## src/rtl/coax_pkg.sv

```systemverilog
// Shared definitions for the coax line controller: line state encoding,
// receiver error codes and timer sizing helpers.
package coax_pkg;

    typedef enum logic [2:0] {
        ST_IDLE       = 3'd0,
        ST_TX_START   = 3'd1,
        ST_TX         = 3'd2,
        ST_TURNAROUND = 3'd3,
        ST_WAIT_RESP  = 3'd4,
        ST_RX         = 3'd5,
        ST_RECOVER    = 3'd6
    } line_state_e;

    // Error codes reported by coax_rx on rx_data while rx_error is high.
    localparam logic [9:0] RX_ERR_PARITY  = 10'h001;
    localparam logic [9:0] RX_ERR_FRAMING = 10'h002;
    localparam logic [9:0] RX_ERR_OVERRUN = 10'h004;
    localparam logic [9:0] RX_ERR_LOSS    = 10'h008;

    // Bits needed to hold values 0..max_count.
    function automatic int unsigned timer_width(input int unsigned max_count);
        return (max_count < 1) ? 1 : $clog2(max_count + 1);
    endfunction

    function automatic int unsigned max_u(input int unsigned a, input int unsigned b);
        return (a > b) ? a : b;
    endfunction

    // The first cycle in a timed state already shows the loaded value, so a
    // state that must last N cycles loads N-1 and leaves at count 0.
    function automatic int unsigned load_for(input int unsigned cycles);
        return (cycles == 0) ? 0 : cycles - 1;
    endfunction

endpackage

```

## src/rtl/coax_ctrl_timer.sv

```systemverilog
// Saturating down-counter; expired while the count sits at zero.
module coax_ctrl_timer #(
    parameter int unsigned WIDTH = 11
) (
    input  logic             clk,
    input  logic             reset_n,
    input  logic             load,
    input  logic [WIDTH-1:0] value,
    input  logic             enable,
    output logic             expired
);

    logic [WIDTH-1:0] count;

    // Load has priority; otherwise count down and hold at zero.
    always_ff @(posedge clk or negedge reset_n) begin
        if (!reset_n) begin
            count <= '0;
        end else if (load) begin
            count <= value;
        end else if (enable && (count != '0)) begin
            count <= count - 1'b1;
        end
    end

    assign expired = (count == '0);

endmodule

```

## src/rtl/coax_line_ctrl.sv

```systemverilog
// Half-duplex coax line arbiter: sequences transmit, turnaround, response
// wait, receive and error recovery around coax_tx / coax_rx.
//
//   state         | meaning
//   --------------+-----------------------------------------------------
//   IDLE          | listening; receive wins over a pending tx_req
//   TX_START      | tx_start issued, waiting for the transmitter to go busy
//   TX            | transmitter running
//   TURNAROUND    | line-quiet gap after transmit, receiver gated off
//   WAIT_RESP     | listening for the response start, bounded by a timeout
//   RX            | receiving words
//   RECOVER       | quiet period after a receive error
module coax_line_ctrl
    import coax_pkg::*;
#(
    parameter int unsigned CLOCKS_PER_BIT          = 8,
    parameter int unsigned TURNAROUND_CLOCKS       = 16,
    parameter int unsigned RESPONSE_TIMEOUT_CLOCKS = 1024,
    parameter int unsigned RECOVER_CLOCKS          = 24
) (
    input  logic       clk,
    input  logic       reset_n,
    input  logic       tx_req,
    input  logic       tx_expect_response,
    output logic       tx_ack,
    output logic       tx_start,
    input  logic       tx_busy,
    input  logic       rx_active,
    input  logic       rx_error,
    input  logic       rx_strobe,
    input  logic [9:0] rx_data,
    output logic       rx_enable,
    output logic       rx_reset,
    output logic [9:0] word,
    output logic       word_strobe,
    output logic       err,
    output logic [9:0] err_code,
    output logic       rx_done,
    output logic       resp_timeout,
    output logic       tx_fault,
    output logic       busy,
    output logic [2:0] line_state
);

    localparam int unsigned START_CLOCKS = 4 * CLOCKS_PER_BIT;
    localparam int unsigned TMR_MAX = max_u(max_u(START_CLOCKS, TURNAROUND_CLOCKS),
                                            max_u(RESPONSE_TIMEOUT_CLOCKS, RECOVER_CLOCKS));
    localparam int unsigned TW = timer_width(TMR_MAX);

    localparam logic [TW-1:0] LD_START = TW'(load_for(START_CLOCKS));
    localparam logic [TW-1:0] LD_TURN  = TW'(load_for(TURNAROUND_CLOCKS));
    localparam logic [TW-1:0] LD_RESP  = TW'(load_for(RESPONSE_TIMEOUT_CLOCKS));
    localparam logic [TW-1:0] LD_REC   = TW'(load_for(RECOVER_CLOCKS));

    line_state_e   state, state_next;
    logic          expect_q, expect_next;
    logic          tmr_load, tmr_enable, tmr_expired;
    logic [TW-1:0] tmr_value;
    logic          ack_next, fault_next, timeout_next, done_next, err_next, strobe_next;

    coax_ctrl_timer #(.WIDTH(TW)) u_timer (
        .clk     (clk),
        .reset_n (reset_n),
        .load    (tmr_load),
        .value   (tmr_value),
        .enable  (tmr_enable),
        .expired (tmr_expired)
    );

    assign tmr_enable = (state == ST_TX_START) || (state == ST_TURNAROUND) ||
                        (state == ST_WAIT_RESP) || (state == ST_RECOVER);

    // Next-state, timer loads and the pulse values registered below.
    always_comb begin
        state_next   = state;
        expect_next  = expect_q;
        tmr_load     = 1'b0;
        tmr_value    = '0;
        ack_next     = 1'b0;
        fault_next   = 1'b0;
        timeout_next = 1'b0;
        done_next    = 1'b0;
        err_next     = 1'b0;
        strobe_next  = 1'b0;
        case (state)
            ST_IDLE: begin
                if (rx_active) begin
                    state_next = ST_RX;
                end else if (tx_req) begin
                    state_next  = ST_TX_START;
                    expect_next = tx_expect_response;
                    ack_next    = 1'b1;
                    tmr_load    = 1'b1;
                    tmr_value   = LD_START;
                end
            end
            ST_TX_START: begin
                if (tx_busy) begin
                    state_next = ST_TX;
                end else if (tmr_expired) begin
                    fault_next = 1'b1;
                    state_next = ST_IDLE;
                end
            end
            ST_TX: begin
                if (!tx_busy) begin
                    state_next = ST_TURNAROUND;
                    tmr_load   = 1'b1;
                    tmr_value  = LD_TURN;
                end
            end
            ST_TURNAROUND: begin
                if (tmr_expired) begin
                    if (expect_q) begin
                        state_next = ST_WAIT_RESP;
                        tmr_load   = 1'b1;
                        tmr_value  = LD_RESP;
                    end else begin
                        state_next = ST_IDLE;
                    end
                end
            end
            ST_WAIT_RESP: begin
                if (rx_error) begin
                    err_next   = 1'b1;
                    state_next = ST_RECOVER;
                    tmr_load   = 1'b1;
                    tmr_value  = LD_REC;
                end else if (rx_active) begin
                    state_next = ST_RX;
                end else if (tmr_expired) begin
                    timeout_next = 1'b1;
                    state_next   = ST_IDLE;
                end
            end
            ST_RX: begin
                if (rx_error) begin
                    err_next   = 1'b1;
                    state_next = ST_RECOVER;
                    tmr_load   = 1'b1;
                    tmr_value  = LD_REC;
                end else begin
                    strobe_next = rx_strobe;
                    if (!rx_active) begin
                        done_next  = 1'b1;
                        state_next = ST_IDLE;
                    end
                end
            end
            ST_RECOVER: begin
                if (tmr_expired) begin
                    state_next = ST_IDLE;
                end
            end
            default: state_next = ST_IDLE;
        endcase
    end

    // State and every output are registered from the next-state decode.
    always_ff @(posedge clk or negedge reset_n) begin
        if (!reset_n) begin
            state        <= ST_IDLE;
            expect_q     <= 1'b0;
            tx_ack       <= 1'b0;
            tx_start     <= 1'b0;
            rx_enable    <= 1'b0;
            rx_reset     <= 1'b0;
            word         <= '0;
            word_strobe  <= 1'b0;
            err          <= 1'b0;
            err_code     <= '0;
            rx_done      <= 1'b0;
            resp_timeout <= 1'b0;
            tx_fault     <= 1'b0;
            busy         <= 1'b0;
        end else begin
            state        <= state_next;
            expect_q     <= expect_next;
            tx_ack       <= ack_next;
            tx_start     <= ack_next;
            rx_enable    <= (state_next == ST_IDLE) || (state_next == ST_WAIT_RESP) ||
                            (state_next == ST_RX);
            rx_reset     <= err_next;
            word_strobe  <= strobe_next;
            err          <= err_next;
            rx_done      <= done_next;
            resp_timeout <= timeout_next;
            tx_fault     <= fault_next;
            busy         <= (state_next != ST_IDLE);
            if (strobe_next) begin
                word <= rx_data;
            end
            if (err_next) begin
                err_code <= rx_data;
            end
        end
    end

    assign line_state = state;

endmodule

```

## config.mk

```make
export PLATFORM = sky130hd
export DESIGN_NAME = coax_line_ctrl
export DESIGN_NICKNAME = d
export VERILOG_FILES = /design/src/rtl/coax_pkg.sv /design/src/rtl/coax_ctrl_timer.sv /design/src/rtl/coax_line_ctrl.sv
export SDC_FILE = /design/constraint.sdc
export NUM_CORES = 1
export LEC_CHECK = 0
export ABC_AREA = 1
export CORE_ASPECT_RATIO = 1.75
export CORE_UTILIZATION = 51
export DETAILED_ROUTE_END_ITERATION = 12
export HOLD_SLACK_MARGIN = 0.15
export MAX_ROUTING_LAYER = met4
export PLACE_DENSITY = 0.88
export SLEW_MARGIN = 20
export SYNTH_ARGS = -nofsm -noshare
export SYNTH_HDL_FRONTEND = slang
export SYNTH_HIERARCHICAL = 1
export SYNTH_SLANG_ARGS = --single-unit
```

## constraint.sdc

```tcl
create_clock -name clk -period 3 [get_ports clk]
set_input_delay 0.45 -clock clk [delete_from_list [all_inputs] [get_ports clk]]
set_output_delay 0.45 -clock clk [all_outputs]
set_load 0.1 [all_outputs]
```

Yosys cells after proc, flatten, opt, wreduce, memory -nomap -nowiden
Index checks and enable logic that the tools add are counted.
{"block": "word_totals", "input_bits": 18, "mem_bits_ro": 0, "ff_bits": 43, "memories": 0, "out_inout_bits": 33, "latch_bits": 0, "mem_bits_rw": 0}
{"block": "op_classes", "n_eq_ne": 8, "bitwise_logic": 1, "n_shift": 0, "n_reduce_logical": 14, "div_mod_pow": 0, "add_sub_neg": 1, "order_cmp": 0, "multipliers": 0, "n_mux": 41}
{"op": "one-hot mux 10 bit (4 select lines)", "count": 1}
{"op": "two-way mux 3 bit", "count": 11}
{"op": "two-way mux 11 bit", "count": 2}
{"op": "one-hot mux 3 bit (7 select lines)", "count": 1}
{"op": "two-way mux 10 bit", "count": 2}
{"op": "two-way mux 1 bit", "count": 19}
{"op": "== test 3 bit, second input constant", "count": 5}
{"op": "two-way mux 5 bit", "count": 3}
{"op": "zero test 11 bit", "count": 1}
{"op": "nonzero test 11 bit", "count": 1}
{"op": "subtractor 11 x 1 -> 11 bit, second input constant", "count": 1}
{"op": "== test 3 x 2 -> 1 bit, second input constant", "count": 2}
{"op": "zero test 3 bit", "count": 2}
{"op": "logical OR 1 bit", "count": 5}
{"op": "two-way mux 4 bit", "count": 1}
{"op": "one-hot mux 1 bit (4 select lines)", "count": 1}
{"op": "== test 3 x 1 -> 1 bit, second input constant", "count": 1}
{"op": "AND reduction 3 bit", "count": 1}
{"op": "nonzero test 3 bit", "count": 1}
{"op": "nonzero test 2 bit", "count": 1}
{"op": "OR reduction 2 bit", "count": 1}
{"op": "logical AND 1 bit", "count": 1}
{"op": "NOT 1 bit", "count": 1}

Longest topological paths before layout
{"block": "depth", "word_depth": 8, "depth_mapped": 16, "mapped_depth_nobuf": 15}

By module
Netlist, hierarchy kept.
{"mod": "coax_line_ctrl", "seq_area_each_um2": 800.8, "instances": 1, "area_each_um2": 1488.9, "cells_each": 167}
{"mod": "coax_ctrl_timer", "seq_area_each_um2": 275.3, "instances": 1, "area_each_um2": 879.6, "cells_each": 139}

Worst setup path after synthesis
Ideal clock, no wire load.
{"block": "synth_timing", "path_kind": "register to register", "startpoint": "register state[2], in the netlist line_state[2]", "endpoint": "register u_timer.count[10]", "setup_ps": 115, "required_ps": 2885, "arrival_ps": 2538, "path_stages_with_launch": 13, "setup_slack_ps": 347, "cell_sequence": "dfrtp_1 -> inv_2 -> nor2_8 -> inv_2 -> nor2_4 -> inv_2 -> buf_6 -> nand3_1 -> inv_1 -> clkbuf_1 -> or2_2 -> nand2_1 -> nor2_1"}
{"block": "synth_via", "elab_cells_between_ends": 15}
{"element": "start, declared", "line": "coax_line_ctrl.sv:55", "source": "line_state_e state, state_next;"}
{"element": "start signal, assigned", "line": "coax_line_ctrl.sv:177", "source": "state <= state_next;"}
{"element": "== test 3 bit", "line": "coax_line_ctrl.sv:85", "source": "case (state)"}
{"element": "OR reduction 2 bit (no line)"}
{"element": "one-hot mux 1 bit (4 select lines) (*)", "line": "coax_line_ctrl.sv:85"}
{"element": "net tmr_load", "line": "coax_line_ctrl.sv:57", "source": "logic tmr_load, tmr_enable, tmr_expired;"}
{"element": "two-way mux 11 bit / nonzero test 2 bit (equally long branches)"}
{"element": "end signal, assigned", "line": "coax_ctrl_timer.sv:20", "source": "count <= value;"}
{"element": "end signal, assigned", "line": "coax_ctrl_timer.sv:22", "source": "count <= count - 1'b1;"}
{"element": "end, declared", "line": "coax_ctrl_timer.sv:13", "source": "logic [WIDTH-1:0] count;"}
The timed path passes the listed nets; every way through them passes the cells marked *.
A chain may end at the register's enable or synchronous reset.

Final worst setup path
{"block": "layout_timing", "startpoint": "register u_timer.count[0]", "endpoint": "register u_timer.count[7]"}
{"block": "layout_via", "elab_chain_cells": 4, "elab_cells_between_ends": 11}
{"element": "zero test 11 bit (*)", "line": "coax_ctrl_timer.sv:26", "source": "assign expired = (count == '0);"}
{"element": "net tmr_expired", "line": "coax_line_ctrl.sv:57"}
{"element": "two-way mux 1 bit (*)", "line": "coax_line_ctrl.sv:113", "source": "if (tmr_expired) begin"}
{"element": "one-hot mux 1 bit (4 select lines) (*)", "line": "coax_line_ctrl.sv:85"}
{"element": "net tmr_load", "line": "coax_line_ctrl.sv:57"}
{"element": "two-way mux 11 bit / nonzero test 2 bit (equally long branches)"}
The timed path passes the listed nets; every way through them passes the cells marked *. The select of a mux whose other input is x is not followed.

==> out/metrics.yaml <==
period_share: 0.8043
die_area_um2: 4931
ys_top_cells_by_area: "dfrtp_1, nand2_1, inv_1"
max_freq_mhz: 414.5
worst_ep_arrival_time_ns: 2.61
cts_made_buffers: 5
seq_area_frac_synth: 0.4543
clk_pin_slew_ns: 0.08
post_dp_cell_area_um2: 2770
grt_pass1_vias: 2074
synth_ff_type: "dfrtp_1"
grt_pass1_wl_um: 8404
r2r-end: "u_timer/count[7]"
gp_congestion: 0.8985
ys.warnings.count: 6
portBuffers: 50
postCtsSetupBuffers: 0
r2r_slack_ns: 0.59
setup_violations: 0
drtIter0Drc: 52
synthesis.nets: 325
r2r_start: "u_timer/count[0]"
maxCapViolCount: 0
grt_usage: 0.2372
hold_viol_final: 0
die_w_um: 53.52
hold_class: "primary input to asynchronous set/reset pin"
rows: 32
die_y_um: 92.15
synth_cells: 306
slew_headroom: 0.3954
grt_max_degree: 44
cts_buffer_depth: 2
place_hpwl_um: 3765
drive_gt1_frac: 0.2197
synth_top_area_frac: 0.4543
fillers: 384
fin_skew_ns: 0.005320
cp_max_fo: 12
cts_tree: "built"
io-pin-count: 51
first_pass_iters: 4
slew_violations: 0
ff2ff_path_depth: 14
avgSynthCellArea_um2: 7.740
synth_seq_cells: 43
setup_tns_ns: 0
cts_htree_levels: 2
syn_to_final_growth_pct: 20.55
antenna_found_initial: 0
rsz0062_at_grt: "false"
coreArea_um2: 4444
cts-root-buf: "clkbuf_8"
final_cell_area_um2: 2855
final_common_cell: "nand2_1"
grt_overflow_total: 0
wl_per_cell_um: 11.97
routed_wl_um: 4860
startpoint_type: "flip-flop"
yosysTopAreaCell: "dfrtp_1"
async_reset_ff_frac: 1.000
cts.sinks: 43
vias_per_cell: 5.155
worst_ep_required_time_ns: 3.20
finalNetCount: 373
num_antenna_cells: 0
yosys.cell_types.count: 27
worst_setup_path_end_kind: "flip-flop"
finalCriticalPeriod_ns: 2.413
route.detailed.drc: 0
tightest_slew_ns: 0.9069
vias: 2093
cts_resized: 0
crit_type: "flip-flop to flip-flop"
syn_area_um2: 2369
hold_buffers: 0
clk-insertion-delay-late_ns: 0.30
initial_core_util: 0.5329
final_cell_mix: "nand2_1, dfrtp_1, inv_1"
status: "completed"
synth-edff-count: 0
ant_nets: 0
critical path, cell delays in order (launching register included):
cell     delay [ns]
dfrtp_1        0.39
inv_1          0.11
ha_1           0.26
inv_1          0.08
nor2_1         0.16
nand3_1        0.14
inv_1          0.11
nand2_1        0.06
inv_1          0.07
nand3_1        0.14
nand3_1        0.15
inv_1          0.19
or2_2          0.34
nand3_2        0.07
nand2_1        0.05
metrics by stage:
| step | util | instances | worst slack [ns] | hold WS (ns) |
|---|---|---|---|---|
| after floorplan | - | 306 | 0.3470 | 0.1544 |
| after global placement | 0.6233 | 398 | 0.5719 | 0.4570 |
| after detailed placement | 0.6233 | 398 | 0.5029 | 0.4649 |
| after CTS | 0.6425 | 406 | 0.5796 | 0.3048 |
| after global routing | 0.6425 | 406 | 0.2425 | 0.3559 |
| final | 0.6425 | 406 | 0.5872 | 0.2771 |
worst max-delay path by stage:
stage / to / cells after the start / slack, ns / from
6_report: u_timer/count[7] / 14 / 0.59 / u_timer/count[0]
4_1_cts: u_timer/count[7] / 14 / 0.58 / u_timer/count[0]
3_5_place_dp: u_timer/count[7] / 10 / 0.50 / rx_error
5_1_grt: u_timer/count[7] / 15 / 0.24 / u_timer/count[0]
2_1_floorplan: u_timer/count[10] / 12 / 0.35 / line_state[2]
3_3_place_gp: u_timer/count[3] / 10 / 0.57 / rx_error
sequential cells by signal (all words and copies together) (netlist names):
| name | flops |
|---|---|
| busy | 1 |
| err | 1 |
| err_code | 10 |
| expect_q | 1 |
| line_state | 3 |
| resp_timeout | 1 |
| rx_done | 1 |
| rx_enable | 1 |
| tx_fault | 1 |
| tx_start | 1 |
| u_timer/count | 11 |
| word | 10 |
| word_strobe | 1 |
metal layers:
layer	share of wire	vias up	wire [um]	track usage
met5	0	-	0	-
met4	0.027	0	130	0.1118
met3	0.036	12	177	0.04146
met2	0.55	52	2664	0.3969
met1	0.39	987	1887	0.2609
li1	-	1042	-	-
kinds of logic after synthesis:
group / count (synthesis) / synth area share
adder cells (fa/ha/maj): 1 / 0.005282
AND/OR/NAND/NOR: 172 / 0.3423
buffers and inverters: 54 / 0.1046
flip-flops: 43 / 0.4543
other: 1 / 0.001583
AO/OA/AOI/OAI: 35 / 0.09192
cell type report:
| type | instances | area, um2 | share of cell area |
|---|---|---|---|
| flip-flops and latches | 43 | 1076 | 0.3769 |
| clock buffers | 6 | 72.57 | 0.02542 |
| clock inverters | 2 | 12.51 | 0.004382 |
| repair buffers | 51 | 420.4 | 0.1472 |
| well taps | 51 | 63.81 | 0.02235 |
| inverters | 44 | 165.2 | 0.05784 |
| multi-input cells | 209 | 1045 | 0.3659 |
cell usage after synthesis (3+ instances only):
| cell | n |
|---|---|
| a21oi_1 | 13 |
| buf_4 | 4 |
| buf_6 | 4 |
| dfrtp_1 | 43 |
| inv_1 | 40 |
| inv_2 | 4 |
| nand2_1 | 81 |
| nand2_2 | 8 |
| nand2_4 | 3 |
| nand3_1 | 25 |
| nor2_1 | 38 |
| nor2_4 | 3 |
| o21ai_0 | 10 |
| o21ai_2 | 11 |
Power is not shown: default switching activity piles up to over one toggle a cycle in this logic, so the estimate is an artifact.
